## src/rtl/common_param.sv

```systemverilog
// rtl/common_param.sv - shared opcode constants, FSM encoding and decode helpers
package common_param;

   localparam logic [5:0] R_FORM     = 6'h00;
   localparam logic [5:0] JAL        = 6'h03;
   localparam logic [5:0] JALR       = 6'h09;
   localparam logic [5:0] ALU_IMM_LO = 6'h08;
   localparam logic [5:0] ALU_IMM_HI = 6'h0F;
   localparam logic [5:0] LB         = 6'h20;
   localparam logic [5:0] LH         = 6'h21;
   localparam logic [5:0] LW         = 6'h23;
   localparam logic [5:0] LBU        = 6'h24;
   localparam logic [5:0] LHU        = 6'h25;
   localparam logic [5:0] SB         = 6'h28;
   localparam logic [5:0] SH         = 6'h29;
   localparam logic [5:0] SW         = 6'h2B;

   typedef enum logic [1:0] {
      IDLE = 2'd0,
      REQ  = 2'd1,
      DONE = 2'd2
   } state_t;

   typedef enum logic [1:0] {
      SZ_BYTE = 2'd0,
      SZ_HALF = 2'd1,
      SZ_WORD = 2'd2
   } size_t;

   function automatic logic is_mem_op(input logic [5:0] op);
      case (op)
         LB, LH, LW, LBU, LHU, SB, SH, SW: return 1'b1;
         default:                          return 1'b0;
      endcase
   endfunction

   function automatic logic is_store_op(input logic [5:0] op);
      case (op)
         SB, SH, SW: return 1'b1;
         default:    return 1'b0;
      endcase
   endfunction

   function automatic logic is_signed_op(input logic [5:0] op);
      case (op)
         LB, LH:  return 1'b1;
         default: return 1'b0;
      endcase
   endfunction

   function automatic size_t op_size(input logic [5:0] op);
      case (op)
         LB, LBU, SB: return SZ_BYTE;
         LH, LHU, SH: return SZ_HALF;
         default:     return SZ_WORD;
      endcase
   endfunction

endpackage

```

## src/rtl/load_align.sv

```systemverilog
// rtl/load_align.sv - load lane select and sign/zero extension
module load_align
   import common_param::*;
(
   input  logic [31:0] rdata,
   input  logic [1:0]  offset,
   input  size_t       size,
   input  logic        sign,
   output logic [31:0] value
);

   logic [7:0]  lane_b;
   logic [15:0] lane_h;

   always_comb begin
      lane_b = rdata[{offset, 3'b000} +: 8];
      lane_h = offset[1] ? rdata[31:16] : rdata[15:0];
      case (size)
         SZ_BYTE: value = {{24{sign & lane_b[7]}}, lane_b};
         SZ_HALF: value = {{16{sign & lane_h[15]}}, lane_h};
         default: value = rdata;
      endcase
   end

endmodule

```

## src/rtl/mem_access_unit.sv

```systemverilog
// rtl/mem_access_unit.sv - load/store/write-back unit with bounded memory handshake
module mem_access_unit
   import common_param::*;
#(
   parameter int ADDR_W  = 32,
   parameter int TIMEOUT = 16
) (
   input  logic              CLK,
   input  logic              RST,
   input  logic              in_valid,
   output logic              in_ready,
   input  logic [31:0]       Ins,
   input  logic [31:0]       Result,
   input  logic [31:0]       Rdata2,
   input  logic [31:0]       nextPC,
   output logic [31:0]       Wdata,
   output logic              out_valid,
   output logic              misalign,
   output logic              timeout,
   output logic              mem_req,
   output logic              mem_we,
   output logic [3:0]        mem_be,
   output logic [ADDR_W-1:0] mem_adr,
   output logic [31:0]       mem_wdata,
   input  logic [31:0]       mem_rdata,
   input  logic              mem_ack
);

   localparam logic [7:0] CNT_LAST = 8'(TIMEOUT - 1);

   state_t      state, state_nxt;
   logic [7:0]  cnt;
   logic [5:0]  op, funct;
   logic        acc_mem, acc_mis;
   size_t       acc_size;
   logic [3:0]  acc_be;
   logic [31:0] acc_wdata, alu_wdata;
   logic [1:0]  ld_off;
   size_t       ld_size;
   logic        ld_sign, ld_store;
   logic [31:0] ld_value;
   logic        err_mis, err_to;
   logic        unused_ins;

   assign op         = Ins[31:26];
   assign funct      = Ins[5:0];
   assign unused_ins = ^Ins[25:6];

   always_comb begin
      acc_mem   = is_mem_op(op);
      acc_size  = op_size(op);
      acc_mis   = acc_mem && ((acc_size == SZ_HALF && Result[0]) ||
                              (acc_size == SZ_WORD && Result[1:0] != 2'b00));
      acc_be    = 4'b1111;
      acc_wdata = Rdata2;
      case (acc_size)
         SZ_BYTE: begin
            acc_be    = 4'b0001 << Result[1:0];
            acc_wdata = {4{Rdata2[7:0]}};
         end
         SZ_HALF: begin
            acc_be    = Result[1] ? 4'b1100 : 4'b0011;
            acc_wdata = {2{Rdata2[15:0]}};
         end
         default: ;
      endcase
      if (op == JAL || (op == R_FORM && funct == JALR))
         alu_wdata = nextPC;
      else if (op == R_FORM || (op >= ALU_IMM_LO && op <= ALU_IMM_HI))
         alu_wdata = Result;
      else
         alu_wdata = '0;
   end

   load_align u_load_align (
      .rdata  (mem_rdata),
      .offset (ld_off),
      .size   (ld_size),
      .sign   (ld_sign),
      .value  (ld_value)
   );

   always_ff @(posedge CLK or negedge RST) begin
      if (!RST) state <= IDLE;
      else      state <= state_nxt;
   end

   always_comb begin
      state_nxt = state;
      in_ready  = 1'b0;
      out_valid = 1'b0;
      case (state)
         IDLE: begin
            in_ready = 1'b1;
            if (in_valid) state_nxt = (acc_mem && !acc_mis) ? REQ : DONE;
         end
         REQ: begin
            if (mem_ack || cnt == CNT_LAST) state_nxt = DONE;
         end
         DONE: begin
            out_valid = 1'b1;
            state_nxt = IDLE;
         end
         default: state_nxt = IDLE;
      endcase
   end

   // Flags only exist while DONE presents them.
   assign misalign = out_valid & err_mis;
   assign timeout  = out_valid & err_to;

   always_ff @(posedge CLK or negedge RST) begin
      if (!RST) begin
         cnt       <= '0;
         Wdata     <= '0;
         err_mis   <= 1'b0;
         err_to    <= 1'b0;
         mem_req   <= 1'b0;
         mem_we    <= 1'b0;
         mem_be    <= '0;
         mem_adr   <= '0;
         mem_wdata <= '0;
         ld_off    <= '0;
         ld_size   <= SZ_BYTE;
         ld_sign   <= 1'b0;
         ld_store  <= 1'b0;
      end else begin
         case (state)
            IDLE: begin
               cnt <= '0;
               if (in_valid) begin
                  err_mis <= acc_mis;
                  err_to  <= 1'b0;
                  Wdata   <= acc_mem ? '0 : alu_wdata;
                  if (acc_mem && !acc_mis) begin
                     mem_req   <= 1'b1;
                     mem_we    <= is_store_op(op);
                     mem_be    <= acc_be;
                     mem_adr   <= {Result[ADDR_W-1:2], 2'b00};
                     mem_wdata <= acc_wdata;
                     ld_off    <= Result[1:0];
                     ld_size   <= acc_size;
                     ld_sign   <= is_signed_op(op);
                     ld_store  <= is_store_op(op);
                  end
               end
            end
            REQ: begin
               // An ack on the last allowed cycle still counts as a completion.
               if (mem_ack) begin
                  mem_req <= 1'b0;
                  mem_we  <= 1'b0;
                  Wdata   <= ld_store ? '0 : ld_value;
               end else if (cnt == CNT_LAST) begin
                  mem_req <= 1'b0;
                  mem_we  <= 1'b0;
                  err_to  <= 1'b1;
                  Wdata   <= '0;
               end else begin
                  cnt <= cnt + 8'd1;
               end
            end
            default: ;
         endcase
      end
   end

endmodule

```

## config.mk

```make
export PLATFORM = sky130hd
export DESIGN_NAME = mem_access_unit
export DESIGN_NICKNAME = d
export VERILOG_FILES = /design/src/rtl/common_param.sv /design/src/rtl/load_align.sv /design/src/rtl/mem_access_unit.sv
export SDC_FILE = /design/constraint.sdc
export NUM_CORES = 1
export LEC_CHECK = 0
export BUFFER_PORTS_ARGS = -buffer_cell sky130_fd_sc_hd__buf_2
export CAP_MARGIN = 20
export CORE_ASPECT_RATIO = 0.7
export CORE_MARGIN = 8
export CORE_UTILIZATION = 50
export CTS_CLUSTER_DIAMETER = 30
export DETAILED_ROUTE_END_ITERATION = 12
export GPL_TIMING_DRIVEN = 0
export PLACE_DENSITY = 0.84
export SYNTH_ARGS = -nofsm -noshare
export SYNTH_HDL_FRONTEND = slang
export SYNTH_SLANG_ARGS = --single-unit
```

## constraint.sdc

```tcl
create_clock -name CLK -period 4.02 [get_ports CLK]
set_clock_uncertainty 0.15 [all_clocks]
set_input_delay 0.603 -clock CLK [delete_from_list [all_inputs] [get_ports CLK]]
set_output_delay 0.603 -clock CLK [all_outputs]
set_load 0.01 [all_outputs]
```

# --- Word-level counts from Yosys, hierarchy flattened ---
# Cells that the tools add are included.
word_totals:
  reg_bits: 118
  input_bits: 164
  out_inout_bits: 106
  elab_cells: 113
op_classes:
  add_sub_neg: 1
  n_lt_le_gt_ge: 2
  eq_ne: 23
  shifts: 2
  mux: 38
  bitwise_logic: 4
  n_reduce_logical: 29
ops:
  columns: ["operator", "count"]
  rows:
  - ["2-to-1 mux 32 bit", 7]
  - ["case mux 32 bit (2 select lines)", 3]
  - ["== test 6 bit, second input constant", 8]
  - ["variable part select 32 x 6 -> 8 bit", 1]
  - ["2-to-1 mux 16 bit", 1]
  - ["2-to-1 mux 8 bit", 2]
  - ["case mux 8 bit (2 select lines)", 1]
  - ["2-to-1 mux 1 bit", 14]
  - ["!= test 2 bit, second input constant", 6]
  - ["AND reduction 3 bit", 3]
  - ["OR reduction 3 bit", 3]
  - ["adder 8 x 1 -> 8 bit, second input constant", 1]
  - ["== test 8 x 4 -> 1 bit, second input constant", 1]
  - ["case mux 2 bit (2 select lines)", 2]
  - ["case mux 4 bit (2 select lines)", 1]
  - ["AND reduction 4 bit", 2]
  - ["OR reduction 8 bit", 1]
  - ["== test 2 x 1 -> 1 bit, second input constant", 3]
  - ["== test 6 x 2 -> 1 bit, second input constant", 1]
  - ["== test 6 x 4 -> 1 bit, second input constant", 1]
  - [">= comparator 6 x 4 -> 1 bit, second input constant", 1]
  - ["<= comparator 6 x 4 -> 1 bit, second input constant", 1]
  - ["logical AND 1 bit", 6]
  - ["zero test 2 bit", 3]
  - ["other kinds (13)", 26]

# --- Depth between registers and ports, before layout ---
# Gate-level depths: netlist of run 1.
logic_depth:
  depth_word: 12
  ltp_mapped: 8
  ltp_nobuf: 6

# --- Cells and area by module ---
# A second synthesis of run 1 with hierarchy kept.
hier_totals:
  hier_cells: 627
  area_unflattened_um2: 6302.3
by_module_without_submodules:
  columns: ["mod", "n_inst", "cells_each", "area_per_inst_um2", "seq_area_each_um2"]
  rows:
  - ["mem_access_unit", 1, 504, 5596.6, 2952.8]
  - ["load_align", 1, 123, 705.7, 0.0]

# --- Worst setup path before layout of run 1 ---
# OpenSTA, ideal clock, no wires.
synth_timing:
  path_type: "input to register"
  startpoint: "input Ins[27]"
  endpoint: "register mem_wdata[10]"
  t_arrival_ps: 2231
  slack_ps: 1511
  cell_stages: 6
  path_cell_list: "or3b_4 or2_2 buf_2 nor2_4 mux2_2 mux2_1"
synth_between:
  elab_chain_cells: 10
  word_cells_on_any_way: 24
  classes_between: "eq/ne (10); mux (3); reduce/logical (11)"
synth_lines:
  columns: ["element", "line", "source"]
  rows:
  - ["from (decl)", "mem_access_unit.sv:12", "input logic [31:0] Ins,"]
  - ["== test 6 bit", "common_param.sv:31, common_param.sv:52", null]
  - ["OR reduction 3 bit", "common_param.sv:52", "case (op)"]
  - ["case mux 2 bit (2 select lines)", "common_param.sv:52", null]
  - ["== test 2 x 1 -> 1 bit / == test 2 bit (equally long branches)", "mem_access_unit.sv:52, mem_access_unit.sv:56, mem_access_unit.sv:53", null]
  - ["logical AND 1 bit (on tied branches)", "mem_access_unit.sv:52, mem_access_unit.sv:53", null]
  - ["logical OR 1 bit", "mem_access_unit.sv:52", "acc_mis = acc_mem && ((acc_size == SZ_HALF && Result[0]) ||"]
  - ["logical AND 1 bit", "mem_access_unit.sv:52", null]
  - ["zero test 1 bit", "mem_access_unit.sv:135", "if (acc_mem && !acc_mis) begin"]
  - ["logical AND 1 bit", "mem_access_unit.sv:135", null]
  - ["AND reduction 3 bit (no line)", null, null]
  - ["to (signal assigned)", "mem_access_unit.sv:140", "mem_wdata <= acc_wdata;"]
  - ["to (decl)", "mem_access_unit.sv:24", "output logic [31:0] mem_wdata,"]
# Several ways; a longest one is shown, not always the timed one.
# A chain may end at the register's enable or synchronous reset.

# --- Final worst setup path of run 1 ---
layout_timing:
  startpoint: "register state[1]"
  endpoint: "register Wdata[20]"
layout_between:
  elab_chain_cells: 3
  word_cells_on_any_way: 7
  classes_between: "eq/ne (3); mux (1); reduce/logical (3)"
layout_lines:
  columns: ["element", "line", "source"]
  rows:
  - ["from (decl)", "mem_access_unit.sv:31", "state_t state, state_nxt;"]
  - ["from (signal assigned)", "mem_access_unit.sv:85", "else state <= state_nxt;"]
  - ["== test 2 x 1 -> 1 bit / zero test 2 bit (equally long branches)", "mem_access_unit.sv:128", "case (state)"]
  - ["!= test 3 bit (no line), or another cell as far along", null, null]
  - ["AND reduction 3 bit (no line)", null, null]
  - ["to (signal assigned)", "mem_access_unit.sv:134", "Wdata <= acc_mem ? '0 : alu_wdata;"]
  - ["to (signal assigned)", "mem_access_unit.sv:153", "Wdata <= ld_store ? '0 : ld_value;"]
  - ["to (decl)", "mem_access_unit.sv:16", "output logic [31:0] Wdata,"]
# Several ways; a longest one is shown, not always the timed one.

==> results of run 1 <==
## area by class of cell
type                    instances  share of cell area
inverters                       8             0.00371
multi-input cells             406               0.349
plain buffers                  37              0.0246
clock inverters                11              0.0184
repair buffers                248               0.157
clock buffers                  21              0.0581
well taps                     157              0.0243
flip-flops and latches        118               0.365
## per-layer routing
| layer | GRT usage | wire length [um] | up-vias |
|---|---|---|---|
| met3 | 0.0832 | 2060 | 35 |
| met4 | 0.0798 | 351 | 4 |
| li1 | - | - | 2599 |
| met1 | 0.338 | 8960 | 2743 |
| met5 | 0 | 22 | - |
| met2 | 0.403 | 9520 | 289 |
## what timing repair did
item / CTS / global route
hold buffers: 1 / 0
hold endpoints to repair: 22 / 0
setup endpoints to repair: 0 / 0
## state kept, by name (all words and copies together), names as in the netlist
name,count
Wdata,32
ld_sign,1
cnt,8
ld_off,2
mem_wdata,32
mem_adr,30
err_to,1
err_mis,1
mem_req,1
state,2
ld_size,2
ld_store,1
mem_we,1
mem_be,4
## metrics by stage
| step | setup slack [ps] | utilization | hold slack [ps] | power, uW | std cells |
|---|---|---|---|---|---|
| floorplan | 1510 | - | 157 | 1980 | 569 |
| global placement | 691 | 0.634 | 313 | 2410 | 972 |
| detailed placement | 1130 | 0.637 | 318 | 2450 | 973 |
| CTS | 1240 | 0.691 | 244 | 4040 | 1006 |
| global route | 981 | 0.691 | 277 | 4190 | 1006 |
| finish | 1210 | 0.691 | 257 | 4020 | 1006 |
## final timing paths
check	cells after the start	start	to	slack, ps
max	7	state[1]	Wdata[20]	1210
min	2	in_valid	err_to	260
max reg2reg	7	state[1]	Wdata[20]	1210
min reg2reg	1	mem_wdata[10]	mem_wdata[10]	330
max in group asynchronous	3	RST	Wdata[19]	2500
min in group asynchronous	2	RST	mem_adr[8]	470
## cells in the mapped netlist (all sizes together) (11+ instances only)
cell and number:
a21boi 16, nor3 11, clkbuf 19, o21ai 33, nand2 53, a21oi 38, nor2 56, mux2 84
mux2i 14, buf 18, dfrtp 118, a31oi 11, a221oi 21
## cell families (layout without fill, tap and decap cells)
logic type	Yosys count	in the layout	synth area share
and+or+nand+nor	150	150	0.118
AOI/OAI and AO/OA	149	149	0.160
DFF	118	118	0.492
muxes	98	98	0.181
buffers and inverters	45	325	0.0381
xor gates and xnor gates	6	6	0.00876
adders and majority gates	1	1	0.00208
other	1	2	0.000625
## power groups by stage
stage               registers [uW]  logic [uW]  clock network, uW
floorplan                     1650         336                  0
global placement              1530         883                  0
detailed placement            1550         904                  0
CTS                           1530         907               1600
global route                  1560         980               1650
finish                        1530         899               1590
==> metrics.md, run 1 <==
| Metric | Value |
|---|---|
| Area contributors post-synth | `dfrtp_1 49%, mux2_2 8.1%, mux2_1 7.7%, nor2_1 3.4%, nand2_1 3.3%` |
| Post-synth EDFFs | `0` |
| Switch share | `0.293` |
| CP max stage delay | `approximately 600 ps` |
| IO Pins | `between 200 and 300` |
| Most used cell, CP | `clkbuf_1` |
| Num CTS Buffers | `17` |
| Rows | `33` |
| Final Max Slew Viols | `0` |
| Asr flop ratio synth | `1.00` |
| Root Driver | `clkbuf_16` |
| Clock power share | `0.395` |
| Nets | `1,001` |
| Post_cts resized | `0` |
| Worst Path Arrival | `2990 ps` |
| Peak VDD IR | `0.363 mV` |
| Status | `complete, no violations` |
| Post-synth cell types | `54` |
| Required time of the critical path | `4200 ps` |
| CP max-delay cell | `nor3b_2` |
| ANT nets after route | `0` |
| Commonest non-fill, non-tap cells in the layout | `254 x buf_2, 118 x dfrtp_1, 54 x nor2_1` |
| Post-synth top flop | `dfrtp_1` |
| Share of power burned in registers | `0.382` |
| Yosys top cell area share | `0.492` |
| Die Wd | `147 um` |
| Remaining DRCs | `0` |
| Internal | `2840 uW` |
| Fin. Hold Viols | `0` |
| Grt ovf | `0` |
| Depth of the CTS H-tree | `4` |
| Vias | `5,670` |
| Initial antenna violation count | `2` |
| Die Area | `0.0158 sq mm` |
| Leak pwr | `~0.004 uW` |
| Post-DP HPWL | `16.2 mm` |
| Critical path type | `flop to flop` |
| Vias in the first global route | `5,786` |
| Drt total wl | `about 21 mm` |
| Syn_area_per_cell | `10.6 sq um` |
| Sequential element share of the synthesized area | `0.492` |
| Final Critical Period | `2810 ps` |
| RePlAce Congestion | `~0.87` |
| Clk slew on worst S/H paths | `around 60 ps` |
| YS warnings | `0` |
| Slew HR | `0.387` |
| Worst Hold Class | `input port to flop` |
| Final setup fails | `0` |
| Multi-input combinational cell area | `0.00283 sq mm` |
| Buf+Inv Stages, Crit Path | `2` |
| Number of vias per cell | `5.64` |
| Setup TNS | `0 ps` |
| Combinational fraction of design power | `0.224` |
| Area Overhead vs Synth | `34.9%` |
| Largest area contributor in the netlist | `dfrtp_1` |
| Clk_lat worst skew | `400 ps` |
| Post CTS Setup Buffer Count | `0` |
| Pin count of the biggest net entering global routing | `97` |
| Commonest non-fill, non-tap cell in the layout | `buf_2` |
| Fill count | `946` |
| DRT Pass-1 Iters | `5` |
| Register bit total from synthesis | `roughly 120` |
| Cell family with most CP delay | `simple AND/OR/NAND/NOR gates` |
| CP endpoint kind | `flop` |
| TritonCTS clock tree | `done` |
| Cell Area, Synth | `0.00600 sq mm` |
| Placed cell areas | `around 0.0075 sq mm` |
| Final Instance Area | `~0.008 sq mm` |
| Share of cells above drive strength 1 | `0.410` |
| DR iter-0 viols | `370` |
| Mapped Cells | `568` |
| Final period utilization | `0.700` |
| Least-Margin Pin Slew | `914 ps` |
| Worst setup SP type | `flop` |
| Starting Density | `0.512` |
| Fmax | `355 MHz` |
| Reg area | `0.00295 sq mm` |
| Clock buffer depth | `2` |
| Max_cap viols | `0` |
| # diodes | `0` |
| Pwr Density | `around 500 mW/mm^2` |
| RSZ-0062 raised after global routing | `no` |
| CP cell instances | `clkbuf_1 > nand2b_1 > nor3b_2 > o2111ai_1 > clkbuf_1 > a21boi_0 > a21oi_1` |
| First-pass GRT wire length | `about 32 mm` |
| Tot GR Track Use | `0.258` |
| Core area | `0.0117 sq mm` |
| Sw Pwr | `1180 uW` |
| PortBufs | `246` |
| Die height | `about 110 um` |
| WL per Instance | `20.8 um` |
| Critical Path Fanout Max | `10` |
| Clock Sinks | `~120` |
No activity file was read; power rests on OpenSTA's default activity.
==> inputs of run 2 (changes only) <==
CORE_UTILIZATION = 48   (was 50)
PLACE_DENSITY = 0.81   (was 0.84)
clock period = 2.67 ns   (was 4.02 ns; I/O delays follow)
==> run 2 against run 1 <==
Net effect:
- clock power is 56% higher
- worst hold slack worse by 200 ps
- register-to-register slack worse by 1000 ps
- wire length is 2.2% lower
- final cell count up 0.70%
- first-iteration DRC count increased by 10%
- global-route usage is 1.3 points lower
- critical path depth did not move
- largest power group unchanged
- cell area increased by 0.82%
- fmax is 12% higher
- worst setup slack worse by 1000 ps
==> metrics.md, run 2 (same netlist as run 1, synthesis figures left out) <==
| Metric | Value |
|---|---|
| Depth of the CTS H-tree | `4 (unchanged)` |
| Biggest regs | `Wdata x32, mem_wdata x32, mem_adr x30 (unchanged)` |
| Dpl ws | `-72.3 ps (was 1130 ps)` |
| Number of vias per cell | `5.50 (was 5.64)` |
| Critical path type | `flop to flop (unchanged)` |
| TritonCTS clock tree | `done (unchanged)` |
| Placed cell areas | `0.00747 sq mm (about the same)` |
| Clk slew on worst S/H paths | `60 ps (about the same)` |
| DRT Pass-1 Iters | `5 (unchanged)` |
| Vias in the first global route | `5,727 (was 5,786)` |
| Num CTS Buffers | `17 (unchanged)` |
| Final Critical Period | `2500 ps (was 2810 ps)` |
| CP endpoint kind | `flop (unchanged)` |
| Critical Path Fanout Max | `10 (unchanged)` |
| PortBufs | `246 (unchanged)` |
| Final worst slack | `166 ps (was 1210 ps)` |
| Leak pwr | `0.00409 uW (was 0.00405 uW)` |
| Commonest non-fill, non-tap cells in the layout | `254 x buf_2, 118 x dfrtp_1, 53 x nor2_1, 53 x nand2_1, 43 x mux2_2 (was 254 x buf_2, 118 x dfrtp_1, 54 x nor2_1)` |
| Post-DP HPWL | `16.0 mm (was 16.2 mm)` |
| Remaining DRCs | `0 (unchanged)` |
| Rows | `34 (was 33)` |
| Clock Sinks | `118 (unchanged)` |
| Area Overhead vs Synth | `36.0% (was 34.9%)` |
| DR iter-0 viols | `407 (was 370)` |
| ANT nets after route | `0 (unchanged)` |
| Slew HR | `0.372 (was 0.387)` |
| R2R Setup Slk | `170 ps (was 1210 ps)` |
| First-pass GRT wire length | `30.9 mm (was 32.0 mm)` |
| Worst Path Arrival | `2620 ps (was 2990 ps)` |
| Worst setup SP type | `flop (unchanged)` |
| Vias | `5,576 (was 5,670)` |
| Share of cells above drive strength 1 | `0.419 (was 0.410)` |
| Die Wd | `150 um (was 147 um)` |
| Hold_sp | `in_valid (unchanged)` |
| RSZ-0062 raised after global routing | `no (unchanged)` |
| Least-Margin Pin Slew | `937 ps (was 914 ps)` |
| Core area | `0.0123 sq mm (was 0.0117 sq mm)` |
| Final period utilization | `0.938 (was 0.700)` |
| Critical R2R Capture | `Wdata[11] (was Wdata[20])` |
| Status | `complete, no violations (unchanged)` |
| Peak VDD IR | `0.511 mV (was 0.363 mV)` |
| WL per Instance | `20.2 um (was 20.8 um)` |
| IO Pins | `270 (unchanged)` |
| FF-to-FF path depth | `7 (unchanged)` |
| Root Driver | `clkbuf_16 (unchanged)` |
| Fmax | `399 MHz (was 355 MHz)` |
| Required time of the critical path | `2780 ps (was 4200 ps)` |
| Hold depth | `2 (unchanged)` |
| R2R Path Start | `cnt[0] (was state[1])` |
| Fin. Hold Viols | `0 (unchanged)` |
| Clk_lat worst skew | `410 ps (was 400 ps)` |
| Fin util | `0.664 (was 0.691)` |
| Worst hold endpoint | `err_to (unchanged)` |
| Nets | `1,002 (was 1,001)` |
| Tot GR Track Use | `0.245 (was 0.258)` |
| Commonest non-fill, non-tap cell in the layout | `buf_2 (unchanged)` |
| Die Area | `0.0164 sq mm (was 0.0158 sq mm)` |
| Worst Hold Class | `input port to flop (unchanged)` |
| Max_cap viols | `0 (unchanged)` |
| Die height | `110 um (was 108 um)` |
| Placed cells | `978 (was 973)` |
| Pin count of the biggest net entering global routing | `81 (was 97)` |
| Pwr Density | `752 mW/mm^2 (was 496 mW/mm^2)` |
| Final Max Slew Viols | `0 (unchanged)` |
| Grt ovf | `0 (unchanged)` |
| Initial antenna violation count | `1 (was 2)` |
| Clock buffer depth | `2 (unchanged)` |
| Final setup fails | `0 (unchanged)` |
| Starting Density | `0.488 (was 0.512)` |
| Drt total wl | `20.5 mm (was 20.9 mm)` |
| RePlAce Congestion | `0.930 (was 0.871)` |
| Power, Total | `6140 uW (was 4020 uW)` |
| Final Instance Area | `0.00816 sq mm (was 0.00810 sq mm)` |
| Fin cells | `1,013 (was 1,006)` |
[run 2: worst max-delay path by stage]
| stage | from | endpoint | slack [ps] | depth (start not counted) |
|---|---|---|---|---|
| final | cnt[0] | Wdata[11] | 170 | 7 |
| after global routing | cnt[0] | Wdata[11] | 20 | 7 |
| after CTS | state[1] | mem_adr[29] | 60 | 7 |
| after detailed placement | Ins[27] | mem_adr[29] | -70 | 8 |
| after global placement | RST | mem_adr[21] | -490 | 1 |
| after floorplan | Ins[27] | mem_wdata[10] | 360 | 6 |
[run 2: layer usage]
layer / global-route usage / vias to the layer above / part of all wire
li1: - / 2608 / -
met1: 0.329 / 2696 / 0.44
met2: 0.372 / 248 / 0.45
met3: 0.0810 / 24 / 0.093
met4: 0.0725 / 0 / 0.016
met5: 0 / - / 0
[run 2: timing repair]
action	4_1_cts	5_1_grt
pin swaps	0	1
hold buffers	1	0
resized for setup	2	9
setup buffers	0	1
endpoints found under the hold margin	38	0
setup endpoints to repair	8	84
[run 2: through the flow]
step / TNS (ps) / hold WS (ps)
floorplan: 0 / -45.1
global placement: -56360 / 312
detailed placement: -1550 / 185
CTS: 0 / 42.5
global route: 0 / 56.7
finish: 0 / 58.9
[run 2: cell type report]
type,count,area (sq um)
fillers,1020,4130
flip-flops and latches,118,2950
multi-input cells,406,2850
repair buffers,249,1280
clock buffers,17,425
clock inverters,15,216
plain buffers,37,203
well taps,162,203
inverters,8,30.0
diodes,1,2.50
[run 2: report_power, final]
| group | total [uW] | internal, uW | switching [uW] |
|---|---|---|---|
| Clock | 2480 | 1590 | 894 |
| Sequential | 2300 | 2130 | 174 |
| Combinational | 1350 | 608 | 745 |
[run 2: critical path, stage by stage (launching register included)]
cell and delay [ps]:
dfrtp_1 400, ha_1 210, and3_1 250, a21oi_1 120
a211o_1 400, clkbuf_1 300, a221oi_1 360, o22ai_1 160
